## src/rtl/uart_tx_bridge_pkg.sv

```systemverilog
// Shared definitions for the console UART transmit path.
// Holds the transmitter state encoding, the 8N1 frame constants and the
// idle line level. Both the TX bridge and any future RX path use it.
package uart_tx_bridge_pkg;

  typedef enum logic [1:0] {
    IDLE  = 2'd0,
    START = 2'd1,
    DATA  = 2'd2,
    STOP  = 2'd3
  } state_t;

  localparam int   DATA_BITS  = 8;
  localparam int   FRAME_BITS = DATA_BITS + 2;  // start + data + stop
  localparam logic LINE_IDLE  = 1'b1;

endpackage

```

## src/rtl/uart_tx_bridge_sync_fifo.sv

```systemverilog
// sync_fifo: single-clock FIFO with a combinational head read.
// Ports:
//   clk, rst        clock, synchronous active-high reset (flushes pointers)
//   push, wdata     write request and data
//   pop             removes the head entry; ignored when empty
//   rdata           current head entry (valid while !empty)
//   count           occupancy, 0..DEPTH
//   full, empty     occupancy flags
// A push while full is still taken when a pop happens at the same edge,
// because the pop frees the slot the push lands in.
module sync_fifo #(
  parameter int WIDTH = 8,
  parameter int DEPTH = 16
) (
  input  logic                     clk,
  input  logic                     rst,
  input  logic                     push,
  input  logic                     pop,
  input  logic [WIDTH-1:0]         wdata,
  output logic [WIDTH-1:0]         rdata,
  output logic [$clog2(DEPTH):0]   count,
  output logic                     full,
  output logic                     empty
);
  localparam int AW = $clog2(DEPTH);
  localparam int CW = AW + 1;

  logic [WIDTH-1:0] mem [DEPTH];
  logic [AW-1:0]    wr_ptr, rd_ptr;
  logic             do_push, do_pop;

  assign full    = (count == CW'(DEPTH));
  assign empty   = (count == '0);
  assign do_pop  = pop && !empty;
  assign do_push = push && (!full || do_pop);
  assign rdata   = mem[rd_ptr];

  // Power-of-two depth: pointers wrap by natural overflow.
  always_ff @(posedge clk) begin
    if (rst) begin
      wr_ptr <= '0;
      rd_ptr <= '0;
      count  <= '0;
    end else begin
      if (do_push) wr_ptr <= wr_ptr + 1'b1;
      if (do_pop)  rd_ptr <= rd_ptr + 1'b1;
      count <= count + CW'(do_push) - CW'(do_pop);
    end
  end

  always_ff @(posedge clk) begin
    if (do_push) mem[wr_ptr] <= wdata;
  end

endmodule

```

## src/rtl/uart_tx_bridge.sv

```systemverilog
// uart_tx_bridge: buffers console characters and sends them as 8N1 serial.
// Ports:
//   clk, rst         clock, synchronous active-high reset
//   char_in          character byte, valid with char_valid
//   char_valid       one-cycle write strobe
//   clear_overflow   clears the sticky overflow flag
//   tx               serial line, idle high, LSB first
//   tx_busy          FIFO non-empty or frame in flight
//   fifo_count       characters buffered but not yet started
//   overflow         sticky: a character was dropped on a full FIFO
module uart_tx_bridge
  import uart_tx_bridge_pkg::*;
#(
  parameter int CLKS_PER_BIT = 16,
  parameter int FIFO_DEPTH   = 16
) (
  input  logic                          clk,
  input  logic                          rst,
  input  logic [7:0]                    char_in,
  input  logic                          char_valid,
  input  logic                          clear_overflow,
  output logic                          tx,
  output logic                          tx_busy,
  output logic [$clog2(FIFO_DEPTH):0]   fifo_count,
  output logic                          overflow
);
  localparam int BW    = $clog2(CLKS_PER_BIT);
  localparam int CW    = $clog2(FIFO_DEPTH) + 1;
  localparam int IDX_W = $clog2(DATA_BITS);
  localparam logic [BW-1:0]    BAUD_LAST = BW'(CLKS_PER_BIT - 1);
  localparam logic [IDX_W-1:0] IDX_LAST  = IDX_W'(DATA_BITS - 1);

  state_t                 state;
  logic [BW-1:0]          baud;
  logic [IDX_W-1:0]       bit_idx;
  logic [DATA_BITS-1:0]   shift;
  logic [DATA_BITS-1:0]   head;
  logic                   full, empty;
  logic                   bit_end, frame_end, pop, push_ok, drop, idle_next;
  logic [CW-1:0]          count_n;

  assign bit_end   = (baud == BAUD_LAST);
  assign frame_end = (state == STOP) && bit_end;
  // Pop from IDLE or at the last stop-bit cycle: back-to-back frames
  // then follow with no idle gap.
  assign pop       = !empty && ((state == IDLE) || frame_end);
  // Full is judged before this edge's pop, but a simultaneous pop frees a slot.
  assign push_ok   = char_valid && (!full || pop);
  assign drop      = char_valid && !push_ok;
  assign count_n   = fifo_count + CW'(push_ok) - CW'(pop);
  assign idle_next = empty && ((state == IDLE) || frame_end);

  sync_fifo #(.WIDTH(DATA_BITS), .DEPTH(FIFO_DEPTH)) u_fifo (
    .clk   (clk),
    .rst   (rst),
    .push  (char_valid),
    .pop   (pop),
    .wdata (char_in),
    .rdata (head),
    .count (fifo_count),
    .full  (full),
    .empty (empty)
  );

  always_ff @(posedge clk) begin
    if (rst) begin
      state    <= IDLE;
      baud     <= '0;
      bit_idx  <= '0;
      shift    <= '0;
      tx       <= LINE_IDLE;
      tx_busy  <= 1'b0;
      overflow <= 1'b0;
    end else begin
      // A drop at the same edge as a clear keeps the flag set.
      if (drop)                overflow <= 1'b1;
      else if (clear_overflow) overflow <= 1'b0;

      tx_busy <= !idle_next || (count_n != '0);

      unique case (state)
        IDLE: begin
          tx <= LINE_IDLE;
          if (!empty) begin
            shift   <= head;
            bit_idx <= '0;
            baud    <= '0;
            tx      <= 1'b0;
            state   <= START;
          end
        end
        START: begin
          if (bit_end) begin
            baud  <= '0;
            tx    <= shift[0];
            state <= DATA;
          end else begin
            baud <= baud + 1'b1;
          end
        end
        DATA: begin
          if (bit_end) begin
            baud <= '0;
            if (bit_idx == IDX_LAST) begin
              tx    <= LINE_IDLE;
              state <= STOP;
            end else begin
              // Next bit is shift[1] before the shift lands.
              shift   <= shift >> 1;
              bit_idx <= bit_idx + 1'b1;
              tx      <= shift[1];
            end
          end else begin
            baud <= baud + 1'b1;
          end
        end
        STOP: begin
          if (bit_end) begin
            baud <= '0;
            if (!empty) begin
              shift   <= head;
              bit_idx <= '0;
              tx      <= 1'b0;
              state   <= START;
            end else begin
              state <= IDLE;
            end
          end else begin
            baud <= baud + 1'b1;
          end
        end
        default: state <= IDLE;
      endcase
    end
  end

endmodule

```

## config.mk

```make
export PLATFORM = sky130hd
export DESIGN_NAME = uart_tx_bridge
export DESIGN_NICKNAME = d
export VERILOG_FILES = /design/src/rtl/uart_tx_bridge_pkg.sv /design/src/rtl/uart_tx_bridge_sync_fifo.sv /design/src/rtl/uart_tx_bridge.sv
export SDC_FILE = /design/constraint.sdc
export NUM_CORES = 1
export LEC_CHECK = 0
export CORE_ASPECT_RATIO = 0.7
export CORE_MARGIN = 2
export CORE_UTILIZATION = 60
export DETAILED_ROUTE_END_ITERATION = 10
export HOLD_SLACK_MARGIN = 0.03
export PLACE_DENSITY = 0.78
export SYNTH_ARGS = -nofsm -noshare
export SYNTH_HDL_FRONTEND = slang
export SYNTH_SLANG_ARGS = --single-unit
```

## constraint.sdc

```tcl
create_clock -name clk -period 5.4 [get_ports clk]
set_input_delay 1.08 -clock clk [delete_from_list [all_inputs] [get_ports clk]]
set_output_delay 1.08 -clock clk [all_outputs]
set_load 0.005 [all_outputs]
```

==> impl_metrics.py <==
metrics = {
    "outcome": {
        "status": "finished clean",
    },
    "global_route": {
        "grtUsageMet3": 0.07676,
        "top_usage_layer": "met1",
        "met2_usage": 0.3385,
        "grt_max_degree": 34,
        "grt_util_met1": 0.3493,
        "grt.overflow.total": 0,
        "grt_pass1_wl_um": 21110,
        "grt_use_total": 0.2367,
        "grt_pass1_vias": 3643,
        "grt_antenna_before_repair": 0,
    },
    "synth": {
        "seq_area_frac_synth": 0.6507,
        "synth_compound_area_frac": 0.05860,
        "synth_seq_cells": 165,
        "yosysTopAreaCellShare": 0.5456,
        "avgSynthCellArea_um2": 16.38,
        "synthXorXnorAreaFrac": 0.01740,
        "synth-warning-count": 0,
        "synth_top_family_by_area": "multiplexers",
        "synth_mux_area_frac": 0.1316,
        "synth_async_sr_flop_share": 0,
        "synth_edf_count": 128,
        "synthFlopType": "edfxtp_1",
        "synth_area_mm2": 0.007046,
        "synth_largest_area_cell": "edfxtp_1",
        "synth_fp_nets": 465,
        "synthSimpleGateAreaFrac": 0.06802,
        "synthAdderAreaFrac": 0.04298,
        "yosysUniqueCellTypes": 59,
        "synth_cells": 430,
        "synthTopCellsByArea": "edfxtp_1, dfxtp_1, mux4_1, ha_1, mux2i_1",
    },
    "sta": {
        "max_freq_mhz": 304.3,
        "hold_viol": 0,
        "max_slew_margin": 0.1596,
        "grt_setup_unrepaired": "false",
        "finClkSkew_ns": 0.01373,
        "period_share": 0.6085,
        "min_period_ns": 3.286,
        "worst_slew_pin_slew_ns": 1.251,
        "fin_tns_setup_ns": 0,
        "setup_viol": 0,
        "drv_slew": 0,
    },
    "detailed_routing": {
        "drtIter0Drc": 417,
        "firstDrtPassIters": 5,
        "wl_um": 13680,
        "via_count": 3781,
        "route.detailed.drc": 0,
        "ant_nets": 0,
        "viasPerCell": 6.128,
        "wire_per_inst_um": 22.17,
    },
    "pwr": {
        "p_clk_frac": 0.307,
        "p_total_mw": 3.837,
        "p_leak_nw": 2.706,
        "irDropWorstVdd_v": 0.0002572,
        "power_density_mw_per_mm2": 487.7,
        "p_sw_frac": 0.3141,
        "intPower_mw": 2.632,
        "p_sw_mw": 1.205,
        "comb_power_share": 0.276,
        "p_seq_frac": 0.417,
    },
    "cells_and_area": {
        "area_delta_synth_final_pct": 11.65,
        "multiInputGateArea_mm2": 0.002245,
        "insertedDiodeCount": 0,
        "layout.cells.most_common_list": "edfxtp_1, dfxtp_1, nor2_1",
        "nFillCells": 781,
        "post-route-util": 0.6804,
        "instances_no_fill": 617,
        "final_common_cell": "edfxtp_1",
        "finalNetCount": 483,
        "layout-drive-gt1-share": 0.1022,
        "seq_area_mm2": 0.004586,
    },
    "clock_tree": {
        "cts_buffers": 17,
        "clock_sink_count": 165,
        "hold_buffers": 0,
        "cts_resized": 0,
        "clk_latency_ns": 0.43,
        "cts_tree": "done",
        "cts-root-buf": "clkbuf_16",
        "cts_htree_levels": 4,
        "clk_pin_slew_ns": 0.07,
        "cts_buffer_depth": 2,
        "post-cts-setup-buffer-count": 0,
    },
    "setup_path": {
        "end_kind": "register",
        "crit_fanout": 5,
        "startpoint_type": "register",
        "rr_worst_depth": 14,
        "rrSetupSlack_ns": 2.11,
        "reg2reg_to": "tx_busy$_SDFF_PP0_",
        "critical_path_required_ns": 5.67,
        "crit_type": "reg -> reg",
        "timing.rr.start": "u_fifo.count[3]$_SDFF_PP0_",
        "worstPathArrival_ns": 3.55,
    },
    "floorplan": {
        "start_util": 0.6094,
        "dieArea_mm2": 0.01264,
        "ios": 20,
        "core-area_mm2": 0.01156,
        "die_height_um": 94.67,
        "rows": 33,
        "die_w_um": 133.5,
    },
    "worst_hold_path": {
        "hold_path_startpoint": "shift[3]$_SDFFE_PP0P_",
        "hold_path.class": "reg -> reg",
        "worstHoldEndpoint": "shift[3]$_SDFFE_PP0P_",
        "hold_depth": 2,
    },
    "placed_design": {
        "place_congestion": 0.8255,
        "io_buffer_count": 19,
        "dp.cells": 586,
        "dp_hpwl_um": 8830,
    },
    "flow_run": {
        "drv_cap": 0,
    },
}
## flip-flops by register name, summed over array words and instances (netlist names), 2 cells and up, named ones only
signal	flops
u_fifo.mem	128
shift	8
u_fifo.count	5
baud	4
u_fifo.rd_ptr	4
u_fifo.wr_ptr	4
bit_idx	3
state	2
## area by class of cell
type,count,share of cell area
clock buffer,17,0.05408
clock inverter,14,0.01893
inverter,18,0.008589
multi-input combinational,226,0.2854
sequential,165,0.5829
tap,157,0.02497
timing repair buffer,20,0.02513
## per-stage QoR
step / hold WS (ns) / worst slack [ns] / cell area, um^2
2_1_floorplan: 0.4356 / 2.697 / 7046
3_5_place_dp: 0.4554 / 1.713 / 7292
5_1_grt: 0.4830 / 1.861 / 7866
4_1_cts: 0.4645 / 2.139 / 7866
6_report: 0.4613 / 2.114 / 7866
3_3_place_gp: 0.4417 / 1.866 / 7292
## critical path, cell delays in order (launching register included)
cell	delay (ns)
dfxtp_1	0.34
inv_1	0.09
ha_1	0.18
nor4b_2	0.63
nor2_1	0.28
ha_1	0.34
inv_1	0.08
ha_1	0.18
inv_1	0.06
fa_1	0.40
inv_1	0.07
a21oi_1	0.06
o21bai_1	0.18
xor2_1	0.16
a21oi_1	0.08
## power by group through the flow
stage                     combinational, mW  sequential, mW  clock, mW
after floorplan                       0.867            1.55          0
final                                  1.06            1.60       1.18
after global routing                   1.18            1.62       1.24
after CTS                              1.06            1.60       1.19
after global placement                 1.03            1.62          0
after detailed placement               1.05            1.63          0
## routing by layer
| layer | part of all wire | wire (um) |
|---|---|---|
| met1 | 0.47 | 6478 |
| met2 | 0.45 | 6098 |
| met3 | 0.071 | 970 |
| met4 | 0.0095 | 130 |
| met5 | 0 | 0 |
## synthesized netlist by cell type, types with 2 or more instances
| library cell | n |
|---|---|
| xor2_1 | 8 |
| a21o_1 | 2 |
| a31oi_1 | 2 |
| and3_1 | 2 |
| fa_1 | 2 |
| nor3b_1 | 3 |
| nand3_1 | 4 |
| mux4_2 | 5 |
| and2_1 | 5 |
| buf_2 | 3 |
| nor2_1 | 30 |
| buf_4 | 4 |
| buf_12 | 2 |
| a21oi_1 | 16 |
| o21ai_0 | 4 |
| nand4_1 | 3 |
| a211oi_1 | 14 |
| nor2b_1 | 9 |
| inv_1 | 17 |
| mux2i_1 | 12 |
| nor3_1 | 9 |
| mux4_1 | 26 |
| o21bai_1 | 2 |
| o21ai_1 | 2 |
| buf_6 | 2 |
| nand2b_1 | 2 |
| edfxtp_1 | 128 |
| nand2_1 | 8 |
| ha_1 | 21 |
| xnor2_1 | 6 |
| a221o_1 | 6 |
| clkbuf_1 | 8 |
| dfxtp_1 | 37 |
## worst max-delay path by stage
stage                                       endpoint  slack [ns]  depth (start not counted)                       start
after global routing              tx_busy$_SDFF_PP0_        1.86                         14       state[0]$_SDFFE_PP0P_
after CTS                 u_fifo.mem[4][7]$_DFFE_PP_        2.14                          5                  char_valid
after detailed placement  u_fifo.mem[4][1]$_DFFE_PP_        1.71                          5                  char_valid
final                             tx_busy$_SDFF_PP0_        2.11                         14  u_fifo.count[3]$_SDFF_PP0_
after floorplan                   tx_busy$_SDFF_PP0_        2.70                         14       state[0]$_SDFFE_PP0P_
after global placement    u_fifo.mem[8][4]$_DFFE_PP_        1.87                          5                  char_valid
## kinds of logic after synthesis
logic type / Yosys count
flops: 165
simple gates: 87
compound gates: 58
mux: 44
buf+inv: 39
fa+ha+maj: 23
xor+xnor: 14
No activity file was read; power rests on OpenSTA's default activity.
